==> src/rtl/idma_backend_arbiter.sv <==
// idma_backend_arbiter: round-robin sharing of one iDMA backend
// between NumReq job sources, with in-order response routing.
module idma_backend_arbiter #(
  parameter int unsigned NumReq         = 4,
  parameter int unsigned ReqWidth       = 128,
  parameter int unsigned MaxOutstanding = 8,
  parameter int unsigned IdxWidth       = $clog2(NumReq),
  parameter int unsigned CntWidth       = $clog2(MaxOutstanding + 1)
) (
  input  logic                       clk_i,
  input  logic                       rst_i,
  input  logic [NumReq-1:0]          en_i,
  input  logic [NumReq-1:0]          req_valid_i,
  output logic [NumReq-1:0]          req_ready_o,
  input  logic [NumReq*ReqWidth-1:0] req_data_i,
  output logic [ReqWidth-1:0]        be_req_o,
  output logic                       be_valid_o,
  input  logic                       be_ready_i,
  input  logic                       be_rsp_valid_i,
  input  logic                       be_rsp_error_i,
  output logic                       be_rsp_ready_o,
  output logic [NumReq-1:0]          done_o,
  output logic [NumReq-1:0]          error_o,
  output logic [NumReq-1:0]          busy_o,
  output logic [CntWidth-1:0]        outstanding_o,
  output logic                       idle_o
);

  localparam int unsigned PtrWidth = $clog2(MaxOutstanding);

  typedef enum logic {EMPTY, HOLD} state_e;

  state_e                state_q, state_d;
  logic [ReqWidth-1:0]   be_req_q, be_req_d;
  logic [IdxWidth-1:0]   rr_q, rr_d;
  logic [IdxWidth-1:0]   win;
  logic                  found;
  logic                  can_grant;
  logic                  grant;
  logic                  rsp_fire;
  logic [NumReq-1:0]     cand;
  logic [IdxWidth-1:0]   fifo_q [MaxOutstanding];
  logic [PtrWidth-1:0]   wptr_q, rptr_q;
  logic [IdxWidth-1:0]   head;
  logic [CntWidth-1:0]   out_q, out_d;
  logic [CntWidth-1:0]   cnt_q [NumReq];
  logic [CntWidth-1:0]   cnt_d [NumReq];
  logic [NumReq-1:0]     done_q, done_d;
  logic [NumReq-1:0]     error_q, error_d;

  assign cand      = req_valid_i & en_i;
  assign can_grant = ((state_q == EMPTY) ||
                      ((state_q == HOLD) && be_ready_i)) &&
                     (out_q < CntWidth'(MaxOutstanding));
  assign grant     = can_grant && found;
  assign head      = fifo_q[rptr_q];
  assign rsp_fire  = be_rsp_valid_i && (out_q != '0);

  // Round-robin pick: first candidate at or after the pointer.
  always_comb begin
    int unsigned j;
    found = 1'b0;
    win   = '0;
    for (int unsigned i = 0; i < NumReq; i++) begin
      j = 32'(rr_q) + i;
      if (j >= NumReq) j = j - NumReq;
      if (!found && cand[IdxWidth'(j)]) begin
        found = 1'b1;
        win   = IdxWidth'(j);
      end
    end
  end

  // Output stage next state, pointer advance, grant vector.
  always_comb begin
    state_d     = state_q;
    be_req_d    = be_req_q;
    rr_d        = rr_q;
    req_ready_o = '0;
    if (grant) begin
      state_d     = HOLD;
      be_req_d    = req_data_i[win*ReqWidth +: ReqWidth];
      req_ready_o = NumReq'(1) << win;
      rr_d        = (win == IdxWidth'(NumReq - 1)) ?
                    '0 : win + IdxWidth'(1);
    end else if ((state_q == HOLD) && be_ready_i) begin
      state_d = EMPTY;
    end
  end

  // Tracking counters and completion pulses.
  always_comb begin
    out_d   = out_q;
    done_d  = '0;
    error_d = '0;
    if (grant && !rsp_fire) out_d = out_q + CntWidth'(1);
    if (!grant && rsp_fire) out_d = out_q - CntWidth'(1);
    if (rsp_fire) begin
      done_d  = NumReq'(1) << head;
      error_d = be_rsp_error_i ? done_d : '0;
    end
    for (int k = 0; k < NumReq; k++) begin
      cnt_d[k] = cnt_q[k];
      if (grant && (win == IdxWidth'(k)))
        cnt_d[k] = cnt_d[k] + CntWidth'(1);
      if (rsp_fire && (head == IdxWidth'(k)))
        cnt_d[k] = cnt_d[k] - CntWidth'(1);
    end
  end

  // Control state registers.
  always_ff @(posedge clk_i) begin
    if (rst_i) begin
      state_q  <= EMPTY;
      be_req_q <= '0;
      rr_q     <= '0;
      wptr_q   <= '0;
      rptr_q   <= '0;
      out_q    <= '0;
      done_q   <= '0;
      error_q  <= '0;
      for (int k = 0; k < NumReq; k++) cnt_q[k] <= '0;
    end else begin
      state_q  <= state_d;
      be_req_q <= be_req_d;
      rr_q     <= rr_d;
      out_q    <= out_d;
      done_q   <= done_d;
      error_q  <= error_d;
      for (int k = 0; k < NumReq; k++) cnt_q[k] <= cnt_d[k];
      if (grant)    wptr_q <= wptr_q + PtrWidth'(1);
      if (rsp_fire) rptr_q <= rptr_q + PtrWidth'(1);
    end
  end

  // ID FIFO storage; contents are don't-care while empty.
  always_ff @(posedge clk_i) begin
    if (grant) fifo_q[wptr_q] <= win;
  end

  // Per-requester busy flags.
  always_comb begin
    for (int k = 0; k < NumReq; k++) busy_o[k] = (cnt_q[k] != '0);
  end

  assign be_req_o       = be_req_q;
  assign be_valid_o     = (state_q == HOLD);
  assign be_rsp_ready_o = (out_q != '0);
  assign done_o         = done_q;
  assign error_o        = error_q;
  assign outstanding_o  = out_q;
  assign idle_o         = (out_q == '0) && (state_q == EMPTY);

endmodule

==> config.mk <==
export PLATFORM = sky130hd
export DESIGN_NAME = idma_backend_arbiter
export DESIGN_NICKNAME = d
export VERILOG_FILES = /design/src/rtl/idma_backend_arbiter.sv
export SDC_FILE = /design/constraint.sdc
export NUM_CORES = 1
export LEC_CHECK = 0
export CORE_AREA = 3 3 260 262
export CTS_BUF_LIST = sky130_fd_sc_hd__clkbuf_8
export CTS_CLUSTER_DIAMETER = 50
export DETAILED_ROUTE_END_ITERATION = 7
export DIE_AREA = 0 0 263 265
export HOLD_SLACK_MARGIN = 0.05
export PLACE_DENSITY_LB_ADDON = 0.1
export SYNTH_ARGS = -nofsm -noshare
export SYNTH_HDL_FRONTEND = slang
export SYNTH_SLANG_ARGS = --single-unit
==> constraint.sdc <==
create_clock -name clk_i -period 4.2 [get_ports clk_i]
set_clock_uncertainty 0.15 [all_clocks]
set_input_delay 0.63 -clock clk_i [delete_from_list [all_inputs] [get_ports clk_i]]
set_output_delay 0.63 -clock clk_i [all_outputs]
set_load 0.02 [all_outputs]
### After elaboration in Yosys (flattened, before gate mapping)

Memories as Yosys holds them, arrays and structs flattened. A register that Yosys moved wholly into a read port is not among the register bits.
Cells that the tools add are included.
W data, S select, Z words.

| operators by class | value |
|---|---|
| shift operators | 3 |
| equal/unequal tests | 6 |
| $lt $le $gt $ge | 9 |
| reductions and logical operators | 36 |
| $add $sub $neg | 20 |
| bitwise logic cells | 8 |
| multiplexer cells | 45 |

Operators by type and width:

| kind | count |
|---|---|
| $shiftx A512 B10 Y128 | 1 |
| $mux W4 | 15 |
| $add A4 B1 Y4 const B | 5 |
| $reduce_bool A4 Y1 | 5 |
| $sub A4 B1 Y4 const B | 5 |
| $logic_and A1 B1 Y1 | 18 |
| $mux W2 | 9 |
| $mux W1 | 15 |
| $lt A2 B3 Y1 const B | 4 |
| $ge A3 B3 Y1 const B | 3 |
| $bmux W1 S2 | 4 |
| $eq A2 B2 Y1 const B | 4 |
| $shl A1 B2 Y4 const A | 2 |
| $sub A2 B1 Y2 const B | 4 |
| $add A2 B2 Y3 const B | 2 |
| $add A3 B1 Y3 const B | 2 |
| $mux W3 | 2 |
| $logic_not A1 Y1 | 5 |
| $and A4 B4 Y4 | 1 |
| $eq A2 B1 Y1 const B | 2 |
| $logic_not A2 Y1 | 2 |
| $logic_not A4 Y1 | 1 |
| $lt A4 B4 Y1 const B | 1 |
| $or A1 B1 Y1 | 4 |
| 8 further kinds | 11 |

| storage, ports and cells | value |
|---|---|
| input bits | 525 |
| memories | 2 |
| register bits | 149 |
| word-level logic and storage cells | 137 |
| output and inout port bits | 151 |
| memory bits (writable) | 32 |

Memory list:

| memory | words | bits a word | read ports | clocked after memory_dff | wr ports | line | source |
|---|---|---|---|---|---|---|---|
| cnt_q | 4 | 4 | 4 | 0 | 4 | 46 | `logic [CntWidth-1:0] cnt_q [NumReq];` |
| fifo_q | 8 | 2 | 1 | 1 | 1 | 42 | `logic [IdxWidth-1:0] fifo_q [MaxOutstanding];` |

### Depth between registers and ports, before layout

| depth | value |
|---|---|
| word-level depth | 20 |
| depth in mapped cells | 16 |
| gate-level depth less buffers | 12 |

### Worst setup path after synthesis

Ideal clock, no wire load.

| timing | value |
|---|---|
| kind | input-to-reg |
| start point | in req_valid_i[0] |
| end point | mem cnt_q[3][2] (netlist bit) |
| cell stages on the path | 15 |
| slack | 0.905 ns |
| library setup time | 0.128 ns |
| path buffers | 4 |
| data required time | 3.922 ns |
| arrival time | 3.017 ns |
| path through | nand2_2 -> a2bb2oi_1 -> o22ai_2 -> buf_2 -> buf_2 -> buf_1 -> inv_1 -> ha_1 -> and2_1 -> clkbuf_1 -> xnor2_1 -> ha_1 -> nand2_1 -> xnor2_1 -> nor2_1 |

RTL lines:

| element | line | source |
|---|---|---|
| start: declaration | 13 | `input logic [NumReq-1:0] req_valid_i,` |
| end: declaration | 46 |  |

### Worst setup path after layout

| timing | value |
|---|---|
| start point | in en_i[0] |
| end point | out req_ready_o[3] |

| on the way | value |
|---|---|
| longest elaborated chain between the ends | 15 |
| elaborated cells between the ends (all ways) | 26 |
| classes of those cells | shift (1); mux (17); bitwise (1); reduce/logical (7) |

RTL lines:

| element | line | source |
|---|---|---|
| start: declaration | 12 | `input logic [NumReq-1:0] en_i,` |
| $and A4 B4 Y4 * | 51 | `assign cand = req_valid_i & en_i;` |
| $bmux W1 S2 | 67 | `if (!found && cand[IdxWidth'(j)]) begin` |
| $mux W1 (implied by the code) | 67 |  |
| $mux W1 | 67 |  |
| $logic_not A1 Y1 | 67 |  |
| $logic_and A1 B1 Y1 | 67 |  |
| $mux W1 | 67 |  |
| $logic_not A1 Y1 | 67 |  |
| $logic_and A1 B1 Y1 | 67 |  |
| $mux W1 | 67 |  |
| $logic_not A1 Y1 | 67 |  |
| $logic_and A1 B1 Y1 | 67 |  |
| $mux W2 / $mux W1 (equally long branches) | 67 |  |
| $shl A1 B2 Y4 / $logic_and A1 B1 Y1 (equally long branches) | 83, 55 |  |
| $mux W4 * | 80 | `if (grant) begin` |
| end: declaration | 14 | `output logic [NumReq-1:0] req_ready_o,` |

Mark *: on every way between the ends. The rest lies on a longest branch, timed or not. The select of a mux whose other input is x is not followed.

==> metrics <==
WP data arrival=3080 ps; FMAX=259.2 MHz; Post-CTS Setup Inserts=0; RSZ-0062 raised after global routing=no; Final Max Slew Viols=0; vias in the first global route=13650; CP Max Fanout=7; P&R area growth vs syn=71.71%; final WL=60320 um; Die Span Y=265 um; Die ar.=0.06970 mm^2; worst-case clock buffer depth=2; dpl cell area=approximately 0.019 mm^2; critical path's slowest cell=clkdlybuf4s50_1; Pint=4.681 mW; starting density of the core=17.01%; clock power share=15.5%; 1st-iter DRT viols=573; Worst setup SP type=input pin; TritonRoute pass-1 iters=6; WP data required=3420 ps; initial antenna violation count=13; NetSw=3.708 mW; Mapped Cells=about 1700; CP cell instances=clkdlybuf4s50_1 -> a32o_1 -> a21oi_1 -> o22ai_4 -> inv_1 -> ha_1 -> and2_1 -> clkdlybuf4s50_1; worst slew pin tran=953.7 ps; Critical Path Sink=req_ready_o[3]; IO Count=676; CTS tree=yes; Worst Setup SP=en_i[0]; GRT Residual Overflow=0; HP Class=in -> reg; Power Dens Cells=between 400 and 500 mW/mm^2; Syn Area/Cell=6.548 um^2; via count=13490; FF-to-FF setup slack=1050 ps; # H-tree levels=4; drt drc=0; Synth Warn #=0; post-route design area=0.01917 mm^2; routed len/inst=18.99 um; clock sink count=184; Reg power frac=29.3%; Worst path most repeated cell=clkdlybuf4s50_1; Synth area leaders=dfxtp_1, nand2_1, o211ai_1; CP peak stage delay=700 ps; Worst setup EP type=output pin; vias per std cell=4.247; Final setup viols=0; number of synthesized register bits=184; post-CTS resize count=0; share of cells above drive strength 1=3.433%; endpoints failing hold=0; pin count of the biggest net entering global routing=164; GRT Util Overall=16.67%; synthesized area=~0.011 mm^2; Fin Setup TNS=0 ps; status=finished clean; pre-CTS WS=325.2 ps; RD Place Congestion=roughly 0.84; syn nets=2249; Post-synth EDFFs=16; core area=0.06563 mm^2; Leak Pwr=7.394 nW; Final Util=around 29%; r2r worst-path depth=11; final setup margin=341.4 ps; sequential fraction of the synthesis area=about a third; Unique masters post-synth=58; fin crit share=91.87%; Peak supply drop=235.6 uV; total power=8.388 mW; top-area cell type share of the netlist area=30.12%; number of buffers created by CTS=17; hold_sp=rst_i; hold-fix buffers at CTS=0; top_reg_cell synth=dfxtp_1; Routed Antenna Nets=0; Final Critical Period=3859 ps; Post-synth top cells=nand2_1, dfxtp_1, a21oi_1; Port Buffer Count=675; HPWL after detailed placement=45450 um; Slew headroom=36.42%; CTS root buffer=clkbuf_8; CTS clk-pin slew, worst paths=roughly 110 ps; Comb power frac=between 50 and 60%; fraction of registers with async set/reset=0%; switching share of total power=44.20%; Max-Cap Viols=0; Core Rows=94; worst skew pair latency=between 500 and 600 ps; CP Class=in -> out; fin nets=about 2800; reg2reg end=outstanding_o[3]; DIE WIDTH=~260 um; first-pass GRT wire length=87740 um; post-synth top area cell=dfxtp_1; most frequent cell after synthesis=nand2_1; r2r startpoint=outstanding_o[3]
-- power groups by stage --
stage / clock network (mW) / logic, mW / registers, mW
global route: 1.45 / 5.09 / 2.52
floorplan: 0 / 2.17 / 2.85
finish: 1.30 / 4.63 / 2.46
CTS: 1.41 / 4.75 / 2.46
detailed placement: 0 / 4.72 / 2.50
global placement: 0 / 4.71 / 2.49
-- cell usage in the layout, fill, tap and decap left out, types with 6 or more instances in the layout --
cell type        Yosys  routed
a21oi_1            139     139
buf_4                0      18
nor2_1              41      40
ha_1                18      18
nor3_1               7       7
xnor2_1             17      17
nand3_1            134     134
clkbuf_8             0      17
nand2_1            788     788
buf_12               0       8
dfxtp_1            168     168
inv_1               19      18
nor4_1               6       6
edfxtp_1            16      16
nor3b_1              6       6
o211ai_1           128     128
clkdlybuf4s50_1      0     674
xor2_1              11      11
diode_2              0      12
-- how the worst min path moves through the flow --
| stage | end | slack (ps) | depth (start not counted) |
|---|---|---|---|
| 2_1_floorplan | flop | 300 | 2 |
| 3_3_place_gp | be_req_o[15] | 290 | 2 |
| 3_5_place_dp | be_req_o[80] | 300 | 2 |
| 4_1_cts | be_valid_o | 200 | 2 |
| 5_1_grt | be_valid_o | 240 | 2 |
| 6_report | be_valid_o | 280 | 2 |
-- logic make-up (layout without fill, tap and decap cells) --
group	count (synthesis)	count (layout)	synth area share [%]
other	0	12	0
and+or+nand+nor	1013	1013	36.89
adders and majority gates	19	19	2.197
buffers and inverters	157	753	5.861
DFF	184	184	34.43
xor gates and xnor gates	28	28	2.197
AOI/OAI and AO/OA	294	294	17.05
muxes	10	10	1.378
-- worst max-delay path: cells and delay by family --
family	cells	cell delay, ps
AOI/OAI and AO/OA	3	730
and+or+nand+nor	1	290
buffers and inverters	3	1260
adders and majority gates	1	170
-- through the flow --
| stage | cells | hold slack, ps |
|---|---|---|
| 5_1_grt | 3174 | 244.7 |
| 2_1_floorplan | 1705 | 304.1 |
| 6_report | 3177 | 282.1 |
| 3_3_place_gp | 3133 | 292.2 |
| 4_1_cts | 3165 | 197.8 |
| 3_5_place_dp | 3133 | 295.7 |
-- layout make-up --
class,count,area [um^2]
Tap cell,864,1081
Timing Repair Buffer,701,7053
Clock inverter,15,160.2
Inverter,20,87.58
Clock buffer,17,234.0
Sequential cell,184,3844
Antenna cell,12,30.03
Fill cell,7186,46460
Multi-Input combinational cell,1364,6681
-- state kept, by name, summed over array words and instances, names as in the netlist, named ones only --
name	count
rr_q	2
wptr_q	3
be_req_o	128
fifo_q	16
be_valid_o	1
done_o	4
cnt_q	16
error_o	4
outstanding_o	4
rptr_q	3
-- routing by layer --
metal / global-route usage, % / up-vias / routed length [um]
met5: 0 / - / 23
met3: 5.560 / 47 / 4085
met4: 5.081 / 4 / 979
li1: - / 6855 / -
met1: 18.27 / 6230 / 23450
met2: 30.41 / 357 / 31780
Power figures use the tool's default switching activity.
==> RTL change 1: new RTL, config.mk and constraints unchanged <==
The output `error_o` loses its register stage (`error_q` becomes a continuous assignment).
--- a/src/rtl/idma_backend_arbiter.sv
+++ b/src/rtl/idma_backend_arbiter.sv
@@ -118,7 +118,6 @@
       rptr_q   <= '0;
       out_q    <= '0;
       done_q   <= '0;
-      error_q  <= '0;
       for (int k = 0; k < NumReq; k++) cnt_q[k] <= '0;
     end else begin
       state_q  <= state_d;
@@ -126,12 +125,13 @@
       rr_q     <= rr_d;
       out_q    <= out_d;
       done_q   <= done_d;
-      error_q  <= error_d;
       for (int k = 0; k < NumReq; k++) cnt_q[k] <= cnt_d[k];
       if (grant)    wptr_q <= wptr_q + PtrWidth'(1);
       if (rsp_fire) rptr_q <= rptr_q + PtrWidth'(1);
     end
   end
+
+  assign error_q = error_d;
 
   // ID FIFO storage; contents are don't-care while empty.
   always_ff @(posedge clk_i) begin
Function: changed (a bounded check fails within 4 cycles, from zero or initial values and one cycle with rst_i high).
==> RTL change 1 against the unedited design <==
  * Total power shrank 3.8%
  * Highest routed layer unchanged
  * Synthesized area down 6.9%
  * Hold slack better by 0.043 ns
  * Setup slack lost 0.086 ns
  * Final area down 3.8%
  * Wire length is 2.1% higher
  * Sequential cell count is 4 lower
  * Sequential share of layout area grew 0.35 points
  * Utilization fell by 1.1 points
==> RTL change 1: results (changes against the unedited design) <==
- DP Wirelength: 45400 µm (-0.19%)
- Pre-CTS setup slack: 0.446 ns (+0.121 ns)
- Setup crit start: outstanding_o[3]$_SDFFE_PP0P_
- Count leader, synth: nand2_1
- Routed wire length: 61600 µm (+2.1%)
- Family with the most delay on the worst path: simple AND/OR/NAND/NOR gates
- Synth cell count leaders: 536 x nand2_1, 262 x nand3_1, 164 x dfxtp_1
- Worst slew pin tran: 0.894 ns (-0.0597 ns)
- Worst vdd ir: 0.198 mV (-16%)
- Net Sw Frac: 43.9% (-0.33 points)
- Critical path's slowest cell: or4_1
- First-pass GRT wire length: 87900 µm (+0.20%)
- R2R setup slack: 1.08 ns (+0.03 ns)
- Leak: 6.99 nW (-5.4%)
- Tot GR Track Use: 17.0% (+0.28 points)
- Largest net degree at the start of global routing: 150 (-8.5%)
- Top post-synthesis cells by area: dfxtp_1 32%, nand2_1 19%, nand3_1 13%
- Crit path to: error_o[1]
- Library cells used by synthesis: 51 (-12%)
- Status: finished, final reports clean
- FF-to-FF path depth: 10 (-1)
- CP max stage delay: 0.60 ns (-0.10 ns)
- Avg Vias per Cell: 4.34 (+2.2%)
- Synth warn: 0 (unchanged)
- Final nets: 2561 (-9.6%)
- Register area share after synthesis: 36.2% (+1.8 points)
- GP Congestion: 0.854 (+1.4%)
- Number of port buffers: 675 (unchanged)
- Synthesized Nets: 1969 (-12%)
- CTS Buf Count: 17 (unchanged)
- EDFF count, synth: 16 (unchanged)
- Initial drt markers: 675 (+18%)
- Share of cells above drive strength 1: 3.74% (+0.31 points)
- Clock Pin Slew Worst Setup and Hold Paths: 0.13 ns (+0.02 ns)
- Initial antenna violation count: 14 (+1)
- CTS Buffer Depth: 2 (unchanged)
- Arrival time worst endpoint: 3.16 ns (+0.08 ns)
- DRT Pass-1 Iters: 5 (-1)
- Worst min path class: reg2reg
- Final worst path period need: 3.94 ns (+0.0855 ns)
- Max reg flops: 128 (unchanged)
## RTL change 1: changes by cell type in the layout (fill, tap and decap cells not counted), sizes merged, moves of 4 or more
cell,before,now
nor2,41,34
nand2,789,537
nand3,134,262
dfxtp,168,164
a21oi,140,9
xor2,11,16
buf,27,21
a32o,1,128
and2,3,8
o211ai,128,0
## RTL change 1: routing by layer
metal  share of wire (%)  track usage [%]
met1                  39             19.5
met2                  52             29.9
met3                 7.2             5.82
met4                 1.4             4.77
met5               0.055                0
## RTL change 1: kinds of logic (layout without fill, tap and decap cells)
logic type,after synthesis,count (layout),synth area share (%)
simple gates,883,883,36.7
flops,180,180,36.2
compound gates,159,159,14.6
buf+inv,142,747,5.97
xor+xnor,31,31,2.61
fa+ha+maj,19,19,2.36
mux,11,11,1.58
other cells,0,13,0
## RTL change 1: worst min-delay path by stage
stage                              start                   endpoint  slack, ns  cells past startpoint
2_1_floorplan     rptr_q[1]$_SDFFE_PP0P_                   register       0.30                      2
5_1_grt        be_req_o[71]$_SDFFE_PP0P_  be_req_o[71]$_SDFFE_PP0P_       0.34                      1
6_report       be_req_o[71]$_SDFFE_PP0P_  be_req_o[71]$_SDFFE_PP0P_       0.32                      1
3_3_place_gp    be_req_o[2]$_SDFFE_PP0P_   be_req_o[2]$_SDFFE_PP0P_       0.30                      1
3_5_place_dp   be_req_o[46]$_SDFFE_PP0P_  be_req_o[46]$_SDFFE_PP0P_       0.30                      1
4_1_cts        be_req_o[96]$_SDFFE_PP0P_  be_req_o[96]$_SDFFE_PP0P_       0.33                      1
## RTL change 1: layout make-up
| cell class | count | area [µm²] |
|---|---|---|
| Inverter | 19 | 83.8 |
| Fill cell | 7169 | 47200 |
| Clock inverter | 15 | 194 |
| Clock buffer | 17 | 234 |
| Multi-Input combinational cell | 1103 | 6050 |
| Tap cell | 864 | 1080 |
| Timing Repair Buffer | 696 | 7010 |
| Antenna cell | 13 | 32.5 |
| Sequential cell | 180 | 3760 |
## RTL change 1: power by group through the flow
stage               combinational [mW]  sequential (mW)  clock (mW)
floorplan                         1.88             2.81           0
global placement                  4.29             2.47           0
detailed placement                4.28             2.48           0
CTS                               4.30             2.45        1.50
global route                      4.60             2.50        1.53
finish                            4.23             2.44        1.39
## RTL change 1: through the flow
step	hold slack [ns]	util, %	area [µm²]	total power, mW	cells
finish	0.325	28.1	18400	8.07	2907
detailed placement	0.304	27.4	18000	6.77	2862
CTS	0.333	28.1	18400	8.24	2894
floorplan	0.304	-	10400	4.69	1425
global placement	0.298	27.4	18000	6.76	2862
global route	0.341	28.1	18400	8.63	2904
## RTL change 1: repair_timing
action,4_1_cts,5_1_grt
setup endpoints to repair,0,1
resized for setup,0,1
hold buffers,0,0
buffers inserted,0,0
==> RTL change 2: new RTL, same settings <==
Made on the original files. Set the parameter `MaxOutstanding` to 16 (it was 8).
--- a/src/rtl/idma_backend_arbiter.sv
+++ b/src/rtl/idma_backend_arbiter.sv
@@ -3,7 +3,7 @@
 module idma_backend_arbiter #(
   parameter int unsigned NumReq         = 4,
   parameter int unsigned ReqWidth       = 128,
-  parameter int unsigned MaxOutstanding = 8,
+  parameter int unsigned MaxOutstanding = 16,
   parameter int unsigned IdxWidth       = $clog2(NumReq),
   parameter int unsigned CntWidth       = $clog2(MaxOutstanding + 1)
 ) (
Ports: changed (resized outstanding_o); port bits go from 676 to 677. No check against the original RTL was run, so the function may have changed too.
==> RTL change 2 against the unedited design <==
  * Total power up 17%
  * Synthesized area rose by 8.2%
  * Final area is 7.9% higher
  * Wire length increased by 16%
  * First-iteration DRC count increased by 7.7%
  * Largest power group unchanged
  * Setup slack lost 0.11 ns
  * Register-to-register slack worse by 0.12 ns
  * Die area is the same
  * Critical path type unchanged
  * Sequential cell count is 24 higher
  * Critical endpoint unchanged
==> RTL change 2: results (changes against the unedited design) <==
- Critical R2R Launch: rr_q[1]$_SDFFE_PP0P_
- Synth cell count leaders: 668 x nand2_1, 393 x nand3_1, 176 x dfxtp_1
- Yosys top cell area share: 29.2% (-0.96 points)
- GP Congestion: 0.896 (+6.5%)
- Area after DPL: 19700 µm² (+5.1%)
- Status: finished, final reports clean
- Arrival time worst endpoint: 3.18 ns (+0.10 ns)
- Top post-synthesis cells by area: dfxtp_1 29%, nand2_1 21%, nand3_1 16%
- Worst vdd ir: 0.203 mV (-14%)
- Tot GR Track Use: 19.3% (+2.6 points)
- Number of port buffers: 676 (+0.15%)
- Setup crit start: req_valid_i[0]
- Synthesized Nets: 2352 (+4.6%)
- EDFF count, synth: 32 (+16)
- Final instance count without filler cells: 3328 (+4.8%)
- Worst slew pin tran: 0.948 ns (-0.00600 ns)
- Post-Syn Instances: 1804 (+5.8%)
- Synth Area in Adders: 2.44% (+0.25 points)
- Final nets: 2964 (+4.7%)
- Compound-Gate Fraction of Synth Area: 7.90% (-9.1 points)
- Nonclk buf count: 704 (+0.43%)
- Register area share after synthesis: 37.1% (+2.7 points)
- Multi-input gates: 1425 (+4.5%)
- R2R setup slack: 0.93 ns (-0.12 ns)
- Post-synthesis xor/xnor area fraction: 2.61% (+0.41 points)
- Inserted Diodes: 11 (-1)
- CTS Buffer Depth: 3 (+1)
- Largest net degree at the start of global routing: 141 (-14%)
- Worst min path class: reg2reg
- CLK BUF: 59 (+42)
- DP Wirelength: 52800 µm (+16%)
- Yosys reg bits: 208 (+13%)
- Seq area share: 21.7% (+1.6 points)
- Fill count: 7151 (-0.49%)
- Initial antenna violation count: 25 (+12)
-- RTL change 2: changes by cell type in the layout (fill, tap and decap cells not counted), sizes merged, moves of 5 or more --
cell    before  now
dfxtp      168  176
edfxtp      16   32
nor2        41   52
xor2        11   19
inv         27   45
clkbuf      17   59
mux4         4    9
nand2      789  668
nand3      134  393
nor3         9   15
o211ai     128    1
-- RTL change 2: worst max-delay path: stages --
cell	delay (ns)
clkdlybuf4s50_1	0.50
and3b_1	0.22
a2111oi_0	0.45
buf_4	0.20
a31oi_4	0.05
inv_4	0.12
ha_1	0.15
and2_1	0.21
clkdlybuf4s50_1	0.65
-- RTL change 2: how the worst min path moves through the flow --
stage	start	end	slack [ns]	depth (start not counted)
floorplan	rptr_q[1]$_SDFFE_PP0N_	register	0.32	2
global placement	be_req_o[26]$_SDFFE_PP0P_	be_req_o[26]$_SDFFE_PP0P_	0.29	2
detailed placement	be_req_o[55]$_SDFFE_PP0P_	be_req_o[55]$_SDFFE_PP0P_	0.30	2
CTS	be_req_o[69]$_SDFFE_PP0P_	be_req_o[69]$_SDFFE_PP0P_	0.30	2
global route	rst_i	cnt_q[1][2]$_SDFF_PP0_	0.31	2
finish	be_req_o[69]$_SDFFE_PP0P_	be_req_o[69]$_SDFFE_PP0P_	0.30	2
-- RTL change 2: layer usage --
metal / global-route usage, % / vias up / wire length [µm]
met2: 36.0 / 478 / 36300
li1: - / 7287 / -
met4: 4.41 / 22 / 1450
met5: 0 / - / 159
met3: 5.85 / 106 / 5230
met1: 21.4 / 6919 / 27000
-- RTL change 2: where the power goes --
part	switching, mW	internal [mW]
registers	0.283	2.44
clock network	1.06	1.28
logic	2.76	1.99
total	4.10	5.71
